## src/rtl/multicycle_alu.sv

```systemverilog
// multicycle_alu
//   Handshaked ALU. Single-cycle functions (codes 0-9, 14, 15) produce a
//   result on the cycle after acceptance. MUL/MULH/DIVU/REMU (codes 10-13)
//   run one shift-add or restoring-subtract step per cycle for WIDTH cycles.
//   The result, zero and overflow flags are registered and hold their values
//   until the next result is written.
// Ports
//   clk, reset_n                  : clock (rising edge), async active-low reset
//   in_valid/in_ready             : request handshake (ready only when idle)
//   in_a, in_b, in_func           : operands and function code
//   abort                         : drop any in-flight or pending result
//   out_valid/out_ready           : result handshake
//   out_result, out_zero, out_ovf : result and flags, qualified by out_valid
module multicycle_alu #(
  parameter int WIDTH = 16,
  parameter int CNT_W = 6
) (
  input  logic             clk,
  input  logic             reset_n,
  input  logic             in_valid,
  output logic             in_ready,
  input  logic [WIDTH-1:0] in_a,
  input  logic [WIDTH-1:0] in_b,
  input  logic [3:0]       in_func,
  input  logic             abort,
  output logic             out_valid,
  input  logic             out_ready,
  output logic [WIDTH-1:0] out_result,
  output logic             out_zero,
  output logic             out_ovf
);

  localparam logic [3:0] F_ADD  = 4'd0;
  localparam logic [3:0] F_SUB  = 4'd1;
  localparam logic [3:0] F_AND  = 4'd2;
  localparam logic [3:0] F_OR   = 4'd3;
  localparam logic [3:0] F_NOT  = 4'd4;
  localparam logic [3:0] F_NEG  = 4'd5;
  localparam logic [3:0] F_SHL  = 4'd6;
  localparam logic [3:0] F_SHR  = 4'd7;
  localparam logic [3:0] F_BSHL = 4'd8;
  localparam logic [3:0] F_PASS = 4'd9;
  localparam logic [3:0] F_MUL  = 4'd10;
  localparam logic [3:0] F_REMU = 4'd13;
  localparam logic [3:0] F_DIVU = 4'd12;
  localparam logic [3:0] F_SRA  = 4'd14;
  localparam logic [3:0] F_ADD2 = 4'd15;

  typedef enum logic [1:0] {
    S_IDLE = 2'd0,
    S_BUSY = 2'd1,
    S_DONE = 2'd2
  } state_t;

  state_t r_state;
  state_t w_state_next;

  // r_q holds operand A on acceptance; during iteration it becomes the low
  // product half (MUL) or the quotient (DIVU). r_acc is the high product half
  // or the partial remainder.
  logic [WIDTH-1:0] r_b;
  logic [WIDTH-1:0] r_acc;
  logic [WIDTH-1:0] r_q;
  logic [WIDTH-1:0] r_result;
  logic [3:0]       r_func;
  logic [CNT_W-1:0] r_cnt;
  logic             r_zero;
  logic             r_ovf;

  logic             w_is_multi;
  logic             w_last;
  logic [WIDTH-1:0] w_sum;
  logic [WIDTH-1:0] w_diff;
  logic [WIDTH-1:0] w_simple_res;
  logic             w_simple_ovf;
  logic [WIDTH:0]   w_mul_sum;
  logic [WIDTH:0]   w_div_shift;
  logic [WIDTH-1:0] w_acc_step;
  logic [WIDTH-1:0] w_q_step;
  logic [WIDTH-1:0] w_multi_res;
  logic             w_multi_ovf;

  assign w_is_multi = (in_func >= F_MUL) && (in_func <= F_REMU);
  assign w_last     = (r_cnt == CNT_W'(1));
  assign w_sum      = in_a + in_b;
  assign w_diff     = in_a - in_b;

  // Single-cycle functions work straight off the input operands so the
  // result can be registered on the accepting edge.
  always_comb begin
    w_simple_res = in_a;
    w_simple_ovf = 1'b0;
    case (in_func)
      F_ADD, F_ADD2: begin
        w_simple_res = w_sum;
        w_simple_ovf = (in_a[WIDTH-1] == in_b[WIDTH-1]) &&
                       (w_sum[WIDTH-1] != in_a[WIDTH-1]);
      end
      F_SUB: begin
        w_simple_res = w_diff;
        w_simple_ovf = (in_a[WIDTH-1] != in_b[WIDTH-1]) &&
                       (w_diff[WIDTH-1] != in_a[WIDTH-1]);
      end
      F_AND:  w_simple_res = in_a & in_b;
      F_OR:   w_simple_res = in_a | in_b;
      F_NOT:  w_simple_res = ~in_a;
      F_NEG: begin
        w_simple_res = '0 - in_a;
        w_simple_ovf = (in_a == {1'b1, {(WIDTH-1){1'b0}}});
      end
      F_SHL:  w_simple_res = {in_a[WIDTH-2:0], 1'b0};
      F_SHR:  w_simple_res = {1'b0, in_a[WIDTH-1:1]};
      F_BSHL: w_simple_res = in_b << 8;
      F_PASS: w_simple_res = in_a;
      F_SRA:  w_simple_res = {in_a[WIDTH-1], in_a[WIDTH-1:1]};
      default: ;
    endcase
  end

  // One iteration step. Multiply shifts {acc,q} right after a conditional add
  // of B; divide shifts the next dividend bit into the remainder and keeps
  // the subtraction only when it does not go negative. With B=0 the divide
  // subtracts every step, giving quotient all-ones and remainder A.
  assign w_mul_sum   = {1'b0, r_acc} + (r_q[0] ? {1'b0, r_b} : '0);
  assign w_div_shift = {r_acc, r_q[WIDTH-1]};

  always_comb begin
    w_acc_step  = r_acc;
    w_q_step    = r_q;
    w_multi_ovf = 1'b0;
    if (r_func[2]) begin
      if (w_div_shift >= {1'b0, r_b}) begin
        w_acc_step = w_div_shift[WIDTH-1:0] - r_b;
        w_q_step   = {r_q[WIDTH-2:0], 1'b1};
      end else begin
        w_acc_step = w_div_shift[WIDTH-1:0];
        w_q_step   = {r_q[WIDTH-2:0], 1'b0};
      end
    end else begin
      w_acc_step = w_mul_sum[WIDTH:1];
      w_q_step   = {w_mul_sum[0], r_q[WIDTH-1:1]};
    end
    // Odd codes (MULH, REMU) take the upper/remainder half.
    w_multi_res = r_func[0] ? w_acc_step : w_q_step;
    case (r_func)
      F_MUL:          w_multi_ovf = (w_acc_step != '0);
      F_DIVU, F_REMU: w_multi_ovf = (r_b == '0);
      default:        w_multi_ovf = 1'b0;
    endcase
  end

  always_ff @(posedge clk or negedge reset_n) begin
    if (!reset_n) begin
      r_state <= S_IDLE;
    end else begin
      r_state <= w_state_next;
    end
  end

  always_comb begin
    w_state_next = r_state;
    if (abort) begin
      w_state_next = S_IDLE;
    end else begin
      case (r_state)
        S_IDLE:  if (in_valid) w_state_next = w_is_multi ? S_BUSY : S_DONE;
        S_BUSY:  if (w_last) w_state_next = S_DONE;
        S_DONE:  if (out_ready) w_state_next = S_IDLE;
        default: w_state_next = S_IDLE;
      endcase
    end
  end

  // Abort suppresses every datapath update so no result is written and the
  // previously delivered outputs stay as they were.
  always_ff @(posedge clk or negedge reset_n) begin
    if (!reset_n) begin
      r_b      <= '0;
      r_acc    <= '0;
      r_q      <= '0;
      r_func   <= '0;
      r_cnt    <= '0;
      r_result <= '0;
      r_zero   <= 1'b0;
      r_ovf    <= 1'b0;
    end else if (!abort) begin
      case (r_state)
        S_IDLE: begin
          if (in_valid) begin
            r_b    <= in_b;
            r_q    <= in_a;
            r_func <= in_func;
            r_acc  <= '0;
            if (w_is_multi) begin
              r_cnt <= CNT_W'(WIDTH);
            end else begin
              r_result <= w_simple_res;
              r_zero   <= (w_simple_res == '0);
              r_ovf    <= w_simple_ovf;
            end
          end
        end
        S_BUSY: begin
          r_acc <= w_acc_step;
          r_q   <= w_q_step;
          r_cnt <= r_cnt - CNT_W'(1);
          if (w_last) begin
            r_result <= w_multi_res;
            r_zero   <= (w_multi_res == '0);
            r_ovf    <= w_multi_ovf;
          end
        end
        default: ;
      endcase
    end
  end

  assign in_ready   = (r_state == S_IDLE);
  assign out_valid  = (r_state == S_DONE);
  assign out_result = r_result;
  assign out_zero   = r_zero;
  assign out_ovf    = r_ovf;

endmodule

```

## config.mk

```make
export PLATFORM = sky130hd
export DESIGN_NAME = multicycle_alu
export DESIGN_NICKNAME = d
export VERILOG_FILES = /design/src/rtl/multicycle_alu.sv
export SDC_FILE = /design/constraint.sdc
export NUM_CORES = 1
export LEC_CHECK = 0
export ABC_AREA = 1
export ABC_CLOCK_PERIOD_IN_PS = 3400
export CORE_MARGIN = 3
export CORE_UTILIZATION = 45
export CTS_CLUSTER_SIZE = 30
export DETAILED_ROUTE_END_ITERATION = 10
export SLEW_MARGIN = 20
export SYNTH_ARGS = -nofsm -noshare
export SYNTH_HDL_FRONTEND = slang
export SYNTH_SLANG_ARGS = --single-unit
```

## constraint.sdc

```tcl
create_clock -name clk -period 3.4 [get_ports clk]
set_input_delay 0.85 -clock clk [delete_from_list [all_inputs] [get_ports clk]]
set_output_delay 0.85 -clock clk [all_outputs]
set_load 0.1 [all_outputs]
```

==> run summary <==
I/O Buffers: 60
CTS Hold Bufs: 0
Clk_lat worst skew: 0.35 ns
Largest net degree at the start of global routing: 79
Worst Hold Path Cells: 2
Reg-to-Reg End: out_ovf
Count of buffer and inverter cells on the critical path: 3
Row count: 53
Syn-to-layout area delta: 27.0%
DIE AREA: 23,300 sq um
Reg-to-Reg Start: r_b[1]
Sequential Power Share: 23.5%
Mapped Area: 9690 sq um
Core Area: 21,100 sq um
Synth area leaders: dfrtp_1, nand2_1, ha_1, inv_1, nand3_1
DRC Markers: 0
Reg2Reg Depth: 19
Seq/Total Area, Yosys: 20.1%
Max FO, Critical Path: 4
CP Depth: 15
Initial antenna violation count: 0
Least-Margin Pin Slew: 0.783 ns
Max Freq: 0.306 GHz
Leakage: 6.65 nW
Most common cell on crit path: nand2_1
Final Net Count: 1,985
Area leader, netlist: dfrtp_1
Root buf cell: clkbuf_16
Tcrit/Tclk final: 96.2%
Cells along the critical path: clkdlybuf4s50_1 > inv_1 > ha_1 > a21oi_1 > o21ai_1 > nand2_1 > nand2_1 > nand3_1 > nand2_1 > nand2_1 > nand3_1 > nand3_1 > buf_4 > a21oi_1 > o21ai_0
Final hold slack: 0.489 ns
Die Span Y: 153 microns
DR WL met3: 2210 microns
Internal power: 2.90 mW
Multi-input logic area: 6630 sq um
Simple-gate share of the synthesized area: 38.7%
RSZ-0062 raised after global routing: yes
Number of fill cells: 2,188
Clk sink count: 78
Starting Density: 46.0%
Most numerous cell in the Yosys netlist: nand2_1
Outcome: completed
Tot GR Track Use: 33.2%
Htree depth: 3
Worst setup path class: primary input to flip-flop
Layout cells sized above 1: 17.5%
First-pass GRT wire length: 61,700 microns
VDD IR max: 0.000321 V
CTS tree: yes
Final cell count without fillers: 2,138
Share of total power in the clock network: 15.7%
HPWL after DPL: 32,800 microns
Placed insts: 2,119
Sw Ratio: 53.8%
Die span in x: 153 microns
Synth Area in Compound Gates: 16.6%
Initial drt markers: 1,294
Mapped Nets: 1,757
Final Instance Area: 12,300 sq um
M1 wire length: 16,800 microns
Flop-to-flop setup slack: 0.19 ns
Post-synthesis mux area share: 0%
EDFF count, synth: 0
Max Slew Vio Count: 0
Post-Synthesis Cells: 1,630
Comb pwr share: 60.8%
Met2 wire length: 18,800 microns
Largest family of logic cells by synthesized area: simple AND/OR/NAND/NOR gates
GP Congestion: 1.02
I/O pin count: 61
Cell Area, Placed: 11,900 sq um
Startpoint Class: primary input
Net Sw Power: 3.37 mW
#FFs+latches synth: 78
Worst slew margin: 47.8%
Dominant delay contributor by cell family on the critical path: simple AND/OR/NAND/NOR gates
# Max-Cap Violations: 0
Hold Path Sink: out_result[2]
Hold Fails Final Rpt: 0
Top sig layer: met4
Post-route ant nets: 0
Mapped Avg Cell Area: 5.95 sq um
Slowest-stage cell, CP: clkdlybuf4s50_1
Top cell type's share of synthesized area: 20.1%
WP data arrival: 3.51 ns
Synth unique cells: 50
FFs w/ async S/R, synth: 100%
Crit path time final: 3.27 ns
Vias in the first global route: 11,300
Final Power: 6.28 mW
Drt total wl: 39,500 microns
Pwr per Cell Area: 510 nW/um^2
Hold_sp: out_result[2]
Main synth FF type: dfrtp_1
Critical Path End Type: flip-flop
Post-Synth Adder-Cell Area: 11.4%
# setup viols final: 0
Worst-path clk slew: 0.08 ns
GRT overflow: 0
CP peak stage delay: 0.54 ns
Via count: 11,800
# diodes: 0
Layout Skew: 0.0187 ns
Xor/xnor share of the synthesized area: 0.813%
Vias/cell: 5.52
CTS Buffer Depth: 2
Worst Path Required: 3.63 ns
Most frequent cells after synthesis: nand2_1, inv_1, nor2_1, nand3_1, o21ai_0
Synth warnings: 0
Avg WL per Cell: 18.5 microns
Sequential cell area: 1950 sq um
First-pass DRT Iterations: 5
Hold Path Class: flip-flop to flip-flop
Number of CTS-inserted buffers: 9
[worst max-delay path by stage]
stage | slack [ns] | to | from
after floorplan | 0.43 | r_state[1] | r_state[0]
after global placement | -0.31 | out_result[11] | in_a[6]
after detailed placement | -0.35 | out_zero | in_a[0]
after CTS | 0.07 | out_result[15] | in_b[6]
after global routing | -0.08 | out_zero | in_a[0]
final | 0.13 | out_result[15] | in_b[1]
[state kept, by name (all words and copies together), names as in the netlist]
name and cells:
r_b 16, r_cnt 6, r_state 2, r_q 16, out_ovf 1, r_acc 16, r_func 4, out_zero 1
out_result 16
[through the flow]
stage               utilization [%]  setup WS (ns)  TNS, ns
floorplan                         -          0.429        0
global placement               56.5         -0.312    -1.84
detailed placement             56.5         -0.348    -2.22
CTS                            57.9         0.0693        0
global route                   58.3        -0.0761   -0.111
finish                         58.3          0.128        0
[power groups by stage]
| stage | combinational, mW | sequential, mW | clock, mW |
|---|---|---|---|
| floorplan | 1.90 | 2.02 | 0 |
| global placement | 3.71 | 1.48 | 0 |
| detailed placement | 3.73 | 1.48 | 0 |
| CTS | 3.75 | 1.47 | 0.984 |
| global route | 4.17 | 1.50 | 1.02 |
| finish | 3.81 | 1.48 | 0.984 |
[cell type report]
cell class	instances	area share, %
inverters	260	7.93
well taps	275	2.80
clock buffers	9	1.83
repair buffers	263	17.2
clock inverters	7	0.529
multi-input cells	1246	53.8
flip-flops and latches	78	15.9
[timing repair]
item	4_1_cts	5_1_grt
resized for setup	1	24
hold endpoints to repair	0	0
pin swaps	0	6
setup endpoints to repair	1	9
setup buffers	0	3
[cell families after synthesis]
family,count (synthesis)
adder cells (fa/ha/maj),86
XOR/XNOR,9
AND/OR/NAND/NOR,860
flip-flops,78
AO/OA/AOI/OAI,291
buffers and inverters,306
[cells in the final DEF, fill, tap and decap left out, types with 27 or more instances in the layout]
cell,instances
clkdlybuf4s50_1,38
o22ai_1,28
nand4_1,45
dfrtp_1,77
nand2_1,448
buf_4,220
o21ai_0,130
inv_1,230
ha_1,80
inv_2,27
nor2_1,142
nand3_1,142
a21oi_1,75
[layer usage]
metal | GRT usage [%] | vias up
met2 | 56.8 | 478
met4 | 12.6 | 0
met3 | 3.12 | 107
li1 | - | 5796
met1 | 43.4 | 5430
met5 | 0 | -
[worst min-delay path, stage by stage (launching register included)]
cell and delay (ns):
dfrtp_1 0.35, nand2_1 0.06, nand2_1 0.05
(Power assumes the default switching activity.)
